$ cat config.mk
export PLATFORM = sky130hd
export DESIGN_NAME = clk_gate_ctrl
export DESIGN_NICKNAME = d
export VERILOG_FILES = /design/src/rtl/clk_gate_ctrl.sv
export SDC_FILE = /design/constraint.sdc
export NUM_CORES = 1
export LEC_CHECK = 0
export CORE_ASPECT_RATIO = 1.25
export CORE_MARGIN = 2
export CORE_UTILIZATION = 47
export DETAILED_ROUTE_END_ITERATION = 10
export GPL_ROUTABILITY_DRIVEN = 0
export GPL_TIMING_DRIVEN = 0
export PLACE_DENSITY = 0.71
export SKIP_CTS_REPAIR_TIMING = 1
export SLEW_MARGIN = 20
export SYNTH_ARGS = -nofsm -noshare
export SYNTH_HDL_FRONTEND = slang
export SYNTH_SLANG_ARGS = --single-unit
$ cat constraint.sdc
create_clock -name sys_clk -period 1.6 [get_ports sys_clk]
set_clock_uncertainty 0.05 [all_clocks]
set_input_delay 0.16 -clock sys_clk [delete_from_list [all_inputs] [get_ports sys_clk]]
set_output_delay 0.16 -clock sys_clk [all_outputs]
set_load 0.005 [all_outputs]
$ cat src/rtl/clk_gate_ctrl.sv
// Per-channel clock gating controller: OFF/ON/DRAIN/SLEEP FSM per channel driving a latch-based ICG.
// Default channel map: 0-5 UART0-5, 6-11 I2C0-5, 12 TIMER, 13 CALIB, 14 WDT, 15 ADC, 16 PWM.

module clk_gate_ctrl_icg (
    input  logic clk_i,
    input  logic en_i,
    output logic gclk_o
);

    logic en_lat;

    // Enable is captured while the clock is low, so gclk_o can never be truncated or glitched.
    always_latch begin
        if (!clk_i) en_lat <= en_i;
    end

    assign gclk_o = clk_i & en_lat;

endmodule

module clk_gate_ctrl #(
    parameter int unsigned NUM_CH = 17,
    parameter int unsigned IDLE_W = 8
) (
    input  logic              sys_clk,
    input  logic              sys_rstn,
    input  logic [NUM_CH-1:0] gate_en_cfg,
    input  logic [NUM_CH-1:0] auto_gate_cfg,
    input  logic [IDLE_W-1:0] idle_thresh,
    input  logic [NUM_CH-1:0] periph_busy,
    input  logic [NUM_CH-1:0] periph_wake,
    output logic [NUM_CH-1:0] gclk,
    output logic [NUM_CH-1:0] clk_on,
    output logic [NUM_CH-1:0] sleep_evt
);

    typedef enum logic [1:0] {
        ST_OFF,
        ST_ON,
        ST_DRAIN,
        ST_SLEEP
    } state_e;

    localparam logic [IDLE_W-1:0] CNT_ONE = IDLE_W'(1);

    for (genvar g = 0; g < NUM_CH; g++) begin : g_ch
        state_e            state_q, state_d;
        logic [IDLE_W-1:0] idle_cnt_q, idle_cnt_d;
        logic              clk_on_q, sleep_evt_q;
        logic              idle_hit;

        always_comb begin
            idle_hit = gate_en_cfg[g] && auto_gate_cfg[g] && !periph_busy[g]
                       && (idle_cnt_q == idle_thresh);
            state_d  = state_q;
            case (state_q)
                ST_OFF: begin
                    if (gate_en_cfg[g]) state_d = ST_ON;
                end
                ST_ON: begin
                    if (!gate_en_cfg[g])  state_d = periph_busy[g] ? ST_DRAIN : ST_OFF;
                    else if (idle_hit)    state_d = ST_SLEEP;
                end
                ST_DRAIN: begin
                    if (gate_en_cfg[g])      state_d = ST_ON;
                    else if (!periph_busy[g]) state_d = ST_OFF;
                end
                ST_SLEEP: begin
                    if (!gate_en_cfg[g]) state_d = ST_OFF;
                    else if (periph_wake[g] || periph_busy[g] || !auto_gate_cfg[g])
                        state_d = ST_ON;
                end
                default: state_d = ST_OFF;
            endcase

            if ((state_q != ST_ON) || periph_busy[g] || !auto_gate_cfg[g])
                idle_cnt_d = '0;
            else if (idle_cnt_q != '1)
                idle_cnt_d = idle_cnt_q + CNT_ONE;
            else
                idle_cnt_d = idle_cnt_q;
        end

        always_ff @(posedge sys_clk or negedge sys_rstn) begin
            if (!sys_rstn) begin
                state_q     <= ST_OFF;
                idle_cnt_q  <= '0;
                clk_on_q    <= 1'b0;
                sleep_evt_q <= 1'b0;
            end else begin
                state_q     <= state_d;
                idle_cnt_q  <= idle_cnt_d;
                clk_on_q    <= (state_d == ST_ON) || (state_d == ST_DRAIN);
                sleep_evt_q <= (state_q == ST_ON) && (state_d == ST_SLEEP);
            end
        end

        assign clk_on[g]    = clk_on_q;
        assign sleep_evt[g] = sleep_evt_q;

        clk_gate_ctrl_icg u_icg (
            .clk_i  (sys_clk),
            .en_i   (clk_on_q),
            .gclk_o (gclk[g])
        );
    end

endmodule
==> results_dict.tcl, run 1 <==
set metrics [dict create \
    status "did not finish" \
    lastStage "global routing" \
    tool.error "[ERROR GRT-0232] Routing congestion too high. Check the congestion heatmap in the GUI." \
    hpwl_um 18100 \
    synth_most_common_cell "dfrtp_1" \
    die_h_um 184 \
    rows 65 \
    yosys_warnings 0 \
    grt_max_degree 88 \
    synthesis.area_um2 12200 \
    netlist_instances 1280 \
    io_buffers 120 \
    ioPinCount 129 \
    yosys.area.top_type "dfrtp_1" \
    synthTopCellsByArea "dfrtp_1 (42%), xor2_1 (11%), nor2_1 (3.8%)" \
    initial_utilization_pct 48.0 \
    async_flop_share_pct 92.3 \
    syn_avg_cell_area_um2 9.51 \
    synth.distinct_cells 60 \
    synth-seq-cells 221 \
    yosys.area.top_type_share_pct 41.9 \
    syn-num-nets 1392 \
    die_w_um 148 \
    grt_usage_pct 10100 \
    ys_top_cells_by_count "dfrtp_1 (204), xor2_1 (156), nor2_1 (124)" \
    synthFlopType "dfrtp_1" \
    grt_overflow_total 1900000 \
    synth_edf_count 0 \
]
per-stage QoR:
| step | utilization, % | instance area (µm²) | setup TNS [ns] | cells | setup WS (ns) |
|---|---|---|---|---|---|
| after global placement | 54.5 | 13800 | -1754.30 | 1735 | -8.48 |
| after floorplan | - | 12200 | 0 | 1280 | 0.00135 |
| after CTS | 59.4 | 15100 | -40.64 | 1796 | -1.65 |
| after detailed placement | 54.7 | 13900 | -29.38 | 1737 | -0.579 |
cell families after synthesis:
logic type	after synthesis	share of synthesized area (%)
buf+inv	138	6.30
flops	204	41.9
simple gates	522	23.3
compound gates	176	9.11
xor+xnor	173	12.4
mux	16	1.35
fa+ha+maj	34	3.49
latches	17	2.10
per-layer routing:
metal	global-route usage (%)	overflow
met1	24.5	0
met2	36.3	0
met3	30900	1240000
met4	25000	655000
met5	0	0
==> inputs of run 2 (changes only) <==
- CORE_ASPECT_RATIO: 1.25 -> unset
- CORE_UTILIZATION: 47 -> 32
- PLACE_DENSITY: 0.71 -> unset
- PLACE_DENSITY_LB_ADDON: unset -> 0.15
- clock period: 1.6 -> 2.1 ns (I/O delays scaled with it)
==> run 2 against run 1 <==
- area after synthesis is the same
- the flow now finishes, with violations (negative setup slack)
- synthesized cell count is the same
==> results_dict.tcl, run 2 <==
set metrics [dict create \
    status "finished with violations" \
    violations "negative setup slack" \
    area_delta_synth_final_pct 25.7 \
    use_met1_pct 20.7 \
    reg.largest.list "g_ch.idle_cnt_q (136), g_ch.state_q (34)" \
    syn_avg_cell_area_um2 9.51 \
    crit_family "latches" \
    io_buffers 120 \
    dieArea_um2 39600 \
    slowest_delay_ns 0.40 \
    placed_area_um2 14100 \
    seq_area_um2 5370 \
    worst_pin_slew_ns 0.518 \
    netlist_instances 1280 \
    drcViolationCount 0 \
    final_common_cell "dfrtp_1" \
    power_frac_seq_pct 35.2 \
    crit_arrival_ns 2.34 \
    path_clk_slew_ns 0.06 \
    relSlewSlack_pct 65.4 \
    core_um2 37600 \
    start_kind "latch" \
    ioPinCount 129 \
    fin_util_pct 40.7 \
    drt-initial-drc-count 527 \
    total_power_mw 12.4 \
    synthesis.area_um2 12200 \
    crit_type "latch -> out" \
    ys_top_cells_by_count "dfrtp_1 (204), xor2_1 (156), nor2_1 (124)" \
    drt_wl_total_um 30200 \
    fillers 3778 \
    p_sw_mw 3.13 \
    vdd_drop_max_mv 0.601 \
    die_h_um 199 \
    busiest_layer "met2" \
    finalNetCount 1539 \
    drive_gt1_share_pct 12.2 \
    drt-pass1-iter-count 4 \
    die_w_um 199 \
    grt_max_degree 80 \
    async_flop_share_pct 92.3 \
    grt_pass1_wl_um 49200 \
    hold_violations 0 \
    synth-seq-cells 221 \
    grt_pass1_vias 9473 \
    dp_cells 1913 \
    grt_overflow_total 0 \
    initial_utilization_pct 32.4 \
    cp_slowest_cell "dlxtn_2" \
    antenna_left 0 \
    yosys.area.top_type "dfrtp_1" \
    layout.cells.non_filler 1965 \
    synthTopCellsByArea "dfrtp_1 (42%), xor2_1 (11%), nor2_1 (3.8%)" \
    required_ns 1.84 \
    layout_common_cells "dfrtp_1 (204), xor2_1 (156), nor2_1 (124)" \
    synth_edf_count 0 \
    wire_per_inst_um 15.4 \
    synthFlopType "dfrtp_1" \
    cellPowerDensity_nw_per_um2 811 \
    p_leak_nw 6.70 \
    hpwl_um 19700 \
    multi_input_area_um2 6110 \
    viasPerCell 4.93 \
    synth.distinct_cells 60 \
    setup_viol 34 \
    cp_cell_sequence "and2_4 -> buf_6" \
    grt_usage_pct 15.9 \
    rsz0062_at_grt "true" \
    largest_register "g_ch.idle_cnt_q" \
    place_ws_ns -0.264 \
    cts_tree "built" \
    grt_antenna_before_repair 1 \
    vias 9683 \
    setup.worst_path.end_class "primary output" \
    cap_violations 0 \
    hp-class "in -> async" \
    clkPwrFrac_pct 57.9 \
    power.internal_mw 9.28 \
    synth_most_common_cell "dfrtp_1" \
    worst_slack_ns -0.496 \
    worstPathMaxFanout 1 \
    sw_frac_of_total_pct 25.2 \
    largest_reg_flops 136 \
    yosys_warnings 0 \
    final_area_um2 15300 \
    clk_latency_ns 0.67 \
    yosys.area.top_type_share_pct 41.9 \
    grt_util_met2_pct 23.2 \
    cp.buffers_inverters 1 \
    rows 71 \
    syn-num-nets 1392 \
    pwr-share-comb_pct 6.9 \
    use_met3_pct 5.92 \
    slew_viol_final 0 \
]
-- run 2: cell counts after synthesis --
Identical to the previous run, type by type.
-- run 2: power groups by stage --
stage	registers [mW]	logic, mW	clock network [mW]
floorplan	4.42	0.412	0.445
global placement	4.45	0.850	0.776
detailed placement	4.45	0.871	0.776
CTS	4.37	0.875	7.94
global route	4.39	0.956	7.75
finish	4.37	0.857	7.18
-- run 2: path summary, 6_finish.rpt --
| kind | start | to | slack [ns] | depth (start not counted) |
|---|---|---|---|---|
| worst max-delay path | g_ch[0].u_icg.en_lat$_DLATCH_N_ | gclk[0] | -0.50 | 2 |
| worst min-delay path | sys_rstn | g_ch[10].state_q[0]$_DFF_PN0_ | 0.02 | 2 |
| worst max register to register | g_ch[5].state_q[1]$_DFF_PN0_ | g_ch[5].clk_on_q$_DFF_PN0_ | 0.13 | 6 |
| worst min register to register | g_ch[11].clk_on_q$_DFF_PN0_ | g_ch[11].u_icg.en_lat$_DLATCH_N_ | 0.42 | 0 |
| max in group asynchronous | sys_rstn | g_ch[9].sleep_evt_q$_DFF_PN0_ | 1.17 | 3 |
| min in group sys_clk | gate_en_cfg[12] | g_ch[12].state_q[0]$_DFF_PN0_ | 0.13 | 2 |
-- run 2: layer usage --
metal	vias to the layer above	share of wire, %	wire, µm
met5	-	0	0
met4	0	3.1	928
met3	65	6.7	2020
met2	215	43	13100
met1	4602	47	14200
li1	4801	-	-
-- run 2: layout make-up --
| cell class | count | area share (%) |
|---|---|---|
| plain buffers | 105 | 3.89 |
| clock inverters | 16 | 1.10 |
| clock buffers | 67 | 8.23 |
| well taps | 511 | 4.18 |
| multi-input cells | 921 | 39.9 |
| flip-flops and latches | 221 | 35.1 |
| diodes | 2 | 0.0327 |
| inverters | 16 | 0.392 |
| repair buffers | 106 | 7.19 |
-- run 2: cell families after synthesis --
family,after synthesis,share of synthesized area [%]
AO/OA/AOI/OAI,176,9.11
XOR/XNOR,173,12.4
adder cells (fa/ha/maj),34,3.49
buffers and inverters,138,6.30
flip-flops,204,41.9
latches,17,2.10
multiplexers,16,1.35
AND/OR/NAND/NOR,522,23.3
-- run 2: metrics by stage --
step / hold slack [ns] / setup TNS [ns]
finish: 0.0196 / -8.29
global route: 0.0518 / -9.09
CTS: -0.581 / -23.08
detailed placement: 0.143 / -8.41
global placement: 0.410 / -1775.99
floorplan: -0.136 / 0
No activity file was read; power rests on OpenSTA's default activity.
==> inputs of run 3 (changes only) <==
- CORE_ASPECT_RATIO: unset -> 1.25
==> run 3 against run 2 <==
- the flow finishes with violations (negative hold slack, negative setup slack)
- critical path type unchanged
- global-route usage down 0.10 points
- highest routed layer unchanged
- non-clock buffer count did not move
- utilization down 0.23 points
- sequential power barely moved
- register-to-register slack improved by 0.02 ns
- hold slack worse by 0.026 ns
- design area is 1.1% lower
==> results_dict.tcl, run 3 (synthesized netlist as in run 2, its figures left out) <==
set metrics [dict create \
    drt-initial-drc-count 460 \
    pwr-share-comb_pct 7.2 \
    dp_cells 1888 \
    io_buffers 120 \
    total_power_mw 11.8 \
    clkPwrFrac_pct 55.8 \
    core_um2 37400 \
    die_h_um 222 \
    clk_latency_ns 0.67 \
    vdd_drop_max_mv 0.536 \
    drive_gt1_share_pct 12.0 \
    relSlewSlack_pct 66.3 \
    grt_antenna_before_repair 1 \
    grt_overflow_total 0 \
    reg2reg_depth 6 \
    dieArea_um2 39600 \
    cap_violations 0 \
    antenna_left 0 \
    area_delta_synth_final_pct 24.3 \
    reg2reg_slack_ns 0.15 \
    rsz0062_at_grt "true" \
    rows 79 \
    largest_reg_flops 136 \
    finalNetCount 1537 \
    initial_utilization_pct 32.6 \
    seq_area_um2 5370 \
    viasPerCell 4.99 \
    ioPinCount 129 \
    required_ns 1.84 \
    violations "negative hold slack, negative setup slack" \
    multi_input_area_um2 6100 \
    crit_type "latch -> out" \
    hp-class "in -> async" \
    cellPowerDensity_nw_per_um2 782 \
    worstReg2RegEnd "g_ch[10].clk_on_q$_DFF_PN0_" \
    whs_ns -0.00630 \
    layout_common_cells "dfrtp_1 (204), xor2_1 (156), nor2_1 (124)" \
    sw_frac_of_total_pct 25.8 \
    grt_usage_pct 15.8 \
    start_kind "latch" \
    layout.cells.non_filler 1934 \
    cts_tree "built" \
    grt_pass1_vias 9726 \
    drt-pass1-iter-count 5 \
    hold_violations 6 \
    wire_per_inst_um 15.5 \
    grt_pass1_wl_um 49300 \
    drcViolationCount 0 \
    p_leak_nw 6.66 \
    p_sw_mw 3.05 \
    path_clk_slew_ns 0.06 \
    status "finished with violations" \
    final_common_cell "dfrtp_1" \
    fillers 3737 \
    slew_viol_final 0 \
    setup_viol 34 \
    worst_pin_slew_ns 0.506 \
    hpwl_um 19900 \
    setup.worst_path.end_class "primary output" \
    die_w_um 178 \
    worst_slack_ns -0.511 \
    vias 9653 \
    crit_arrival_ns 2.35 \
    grt_max_degree 90 \
    power_frac_seq_pct 37.0 \
    r2r_start "g_ch[10].state_q[1]$_DFF_PN0_" \
    power.internal_mw 8.78 \
    place_ws_ns -0.397 \
    drt_wl_total_um 30000 \
    largest_register "g_ch.idle_cnt_q" \
    reg.largest.list "g_ch.idle_cnt_q (136), g_ch.state_q (34)" \
    worstPathMaxFanout 1 \
    fin_util_pct 40.5 \
]
run 3: changes by cell type in the layout (fill, tap and decap cells not counted), moves of 2 or more:
cell        delta
clkbuf_8       +6
clkbuf_16      -4
clkinvlp_4     -4
bufinv_16      -3
clkinv_1       -3
clkinv_2       +3
dlxtn_1        +2
dlxtn_2        -2
run 3: worst max path at each step:
stage                     slack, ns                             to                             start  cells past startpoint
after floorplan                0.22                       gclk[10]  g_ch[10].u_icg.en_lat$_DLATCH_N_                      2
after global placement        -8.62     g_ch[9].clk_on_q$_DFF_PN0_                          sys_rstn                      1
after detailed placement      -0.40  g_ch[2].sleep_evt_q$_DFF_PN0_                    idle_thresh[5]                      8
after CTS                     -1.67                       gclk[15]                           sys_clk                     14
after global routing          -0.56                       gclk[15]  g_ch[15].u_icg.en_lat$_DLATCH_N_                      2
final                         -0.51                       gclk[15]  g_ch[15].u_icg.en_lat$_DLATCH_N_                      2
run 3: worst max-delay path: stages (launching register included):
cell and delay, ns:
dlxtn_1 0.39, and2_4 0.14, buf_6 0.09
run 3: cell type report:
type | count | area share [%]
Clock inverter | 9 | 0.389
Timing Repair Buffer | 106 | 7.28
Antenna cell | 1 | 0.0165
Clock buffer | 69 | 8.18
Sequential cell | 221 | 35.5
Inverter | 16 | 0.397
Tap cell | 486 | 4.02
Buffer | 105 | 3.94
Multi-Input combinational cell | 921 | 40.3
run 3: metal layers:
metal  GRT usage (%)  routed length [µm]  share of wire [%]  vias up
met5               0                   0                  0        -
met4            9.86                1260                4.2        0
met3            5.44                1770                5.9       78
met2            25.2               14300                 48      173
met1            18.1               12600                 42     4623
li1                -                   -                  -     4779
run 3: power groups by stage:
stage          registers [mW]  clock network, mW  logic, mW
2_1_floorplan            4.42              0.445      0.412
3_3_place_gp             4.45              0.776      0.847
3_5_place_dp             4.45              0.776      0.870
4_1_cts                  4.37               7.51      0.874
5_1_grt                  4.39               7.16      0.953
6_report                 4.37               6.61      0.851
run 3: metrics by stage:
step	hold slack (ns)	setup TNS [ns]	area, µm²
CTS	-0.598	-23.40	15300
detailed placement	0.129	-9.53	14000
global route	0.0272	-9.10	15100
floorplan	-0.136	0	12200
global placement	0.411	-1763.89	14000
finish	-0.00630	-8.27	15100
==> inputs of run 4 (changes only) <==
- REMOVE_ABC_BUFFERS: unset -> 1
- SLEW_MARGIN: 20 -> unset
==> run 4 against run 3 <==
- worst setup slack better by 0.035 ns
- the flow finishes with violations (negative setup slack)
- sequential power barely moved
- critical endpoint is now gclk[3]
- critical path depth is the same
==> results_dict.tcl, run 4 (synthesized netlist as in run 2, its figures left out) <==
set metrics [dict create \
    status "finished with violations" \
    antenna_left 0 \
    largest_register "g_ch.idle_cnt_q" \
    drt_wl_total_um 28700 \
    die_w_um 178 \
    clkPwrFrac_pct 53.7 \
    ioPinCount 129 \
    fin_util_pct 38.6 \
    drt-initial-drc-count 438 \
    violations "negative setup slack" \
    worst_pin_slew_ns 0.827 \
    grt_antenna_before_repair 0 \
    place_ws_ns -0.291 \
    wire_per_inst_um 15.7 \
    vias 9387 \
    die_h_um 222 \
    path_clk_slew_ns 0.06 \
    worstPathMaxFanout 1 \
    start_kind "latch" \
    relSlewSlack_pct 44.9 \
    sw_frac_of_total_pct 24.9 \
    fillers 3680 \
    drcViolationCount 0 \
    dieArea_um2 39600 \
    finalNetCount 1437 \
    cts_tree "built" \
    cp_cell_sequence "and2_4 -> buf_6" \
    grt_pass1_wl_um 47200 \
    rows 79 \
    setup_viol 34 \
    power_frac_seq_pct 39.4 \
    worst_slack_ns -0.476 \
    crit_type "latch -> out" \
    grt_overflow_total 0 \
    grt_usage_pct 14.7 \
    layout_common_cells "dfrtp_1 (204), xor2_1 (156), nor2_1 (124)" \
    cp_slowest_cell "dlxtn_2" \
    initial_utilization_pct 32.6 \
    vdd_drop_max_mv 0.648 \
    rsz0062_at_grt "true" \
    largest_reg_flops 136 \
    drive_gt1_share_pct 6.83 \
    slowest_delay_ns 0.39 \
    hp-class "in -> reg" \
    cellPowerDensity_nw_per_um2 770 \
    multi_input_area_um2 6090 \
    final_common_cell "dfrtp_1" \
    pwr-share-comb_pct 7.0 \
    grt_pass1_vias 9481 \
    setup.worst_path.end_class "primary output" \
    io_buffers 128 \
    slew_viol_final 0 \
    grt_max_degree 109 \
    p_sw_mw 2.76 \
    required_ns 1.84 \
    num_antenna_cells 0 \
    viasPerCell 5.12 \
    hpwl_um 17600 \
    clk_latency_ns 0.65 \
    seq_area_um2 5360 \
    hold_violations 0 \
    drt-pass1-iter-count 4 \
    core_um2 37400 \
    p_leak_nw 6.23 \
    reg.largest.list "g_ch.idle_cnt_q (136), g_ch.state_q (34)" \
    area_delta_synth_final_pct 18.3 \
    power.internal_mw 8.33 \
    crit_arrival_ns 2.32 \
    cap_violations 0 \
]
run 4: cell count changes in the layout (fill, tap and decap cells not counted), sizes merged:
cell and change:
buf -69, clkbuf -29, clkinv -2, bufinv +1
diode -1, inv -1
run 4: layout make-up:
cell class	count	area share [%]
inverters	16	0.417
repair buffers	113	7.73
flip-flops and latches	221	37.2
well taps	486	4.22
clock buffers	69	7.75
clock inverters	7	0.391
multi-input cells	921	42.3
run 4: power by group through the flow:
stage	Clock (mW)	Combinational [mW]	Sequential (mW)
after floorplan	0.164	0.277	4.43
after global placement	0.496	0.783	4.44
after detailed placement	0.496	0.787	4.44
after CTS	6.40	0.791	4.36
after global routing	6.46	0.863	4.38
final	5.95	0.771	4.37
run 4: critical path, delay by kind of cell, from the launching register on:
family / cells / cell delay, ns
buffers and inverters: 1 / 0.08
latches: 1 / 0.39
and+or+nand+nor: 1 / 0.12
run 4: path summary, 6_finish.rpt:
check,end,start,depth (start not counted),slack [ns]
setup reg to reg,g_ch[14].clk_on_q$_DFF_PN0_,g_ch[14].state_q[1]$_DFF_PN0_,5,0.17
min in group asynchronous,g_ch[4].clk_on_q$_DFF_PN0_,sys_rstn,2,0.16
setup / recovery,gclk[3],g_ch[3].u_icg.en_lat$_DLATCH_N_,2,-0.48
hold / removal,g_ch[14].state_q[0]$_DFF_PN0_,gate_en_cfg[14],1,0.08
hold reg to reg,g_ch[1].u_icg.en_lat$_DLATCH_N_,g_ch[1].clk_on_q$_DFF_PN0_,0,0.42
max in group asynchronous,g_ch[12].clk_on_q$_DFF_PN0_,sys_rstn,3,0.80
run 4: metrics by stage:
stage | area, µm² | hold WS (ns) | TNS, ns | std cells | total power, mW
after CTS | 14400 | -0.415 | -15.13 | 1832 | 11.6
after detailed placement | 13300 | 0.277 | -7.46 | 1773 | 5.73
final | 14400 | 0.0753 | -7.86 | 1833 | 11.1
after global placement | 13400 | 0.406 | -1812.98 | 1772 | 5.72
after global routing | 14400 | 0.0641 | -8.69 | 1833 | 11.7
after floorplan | 11500 | -0.136 | 0 | 1158 | 4.87
run 4: layer usage:
layer  track usage (%)  wire length, µm
met1              17.6            12300
met2              24.8            13800
met3              3.40             1630
met4              7.21              988
met5                 0                0
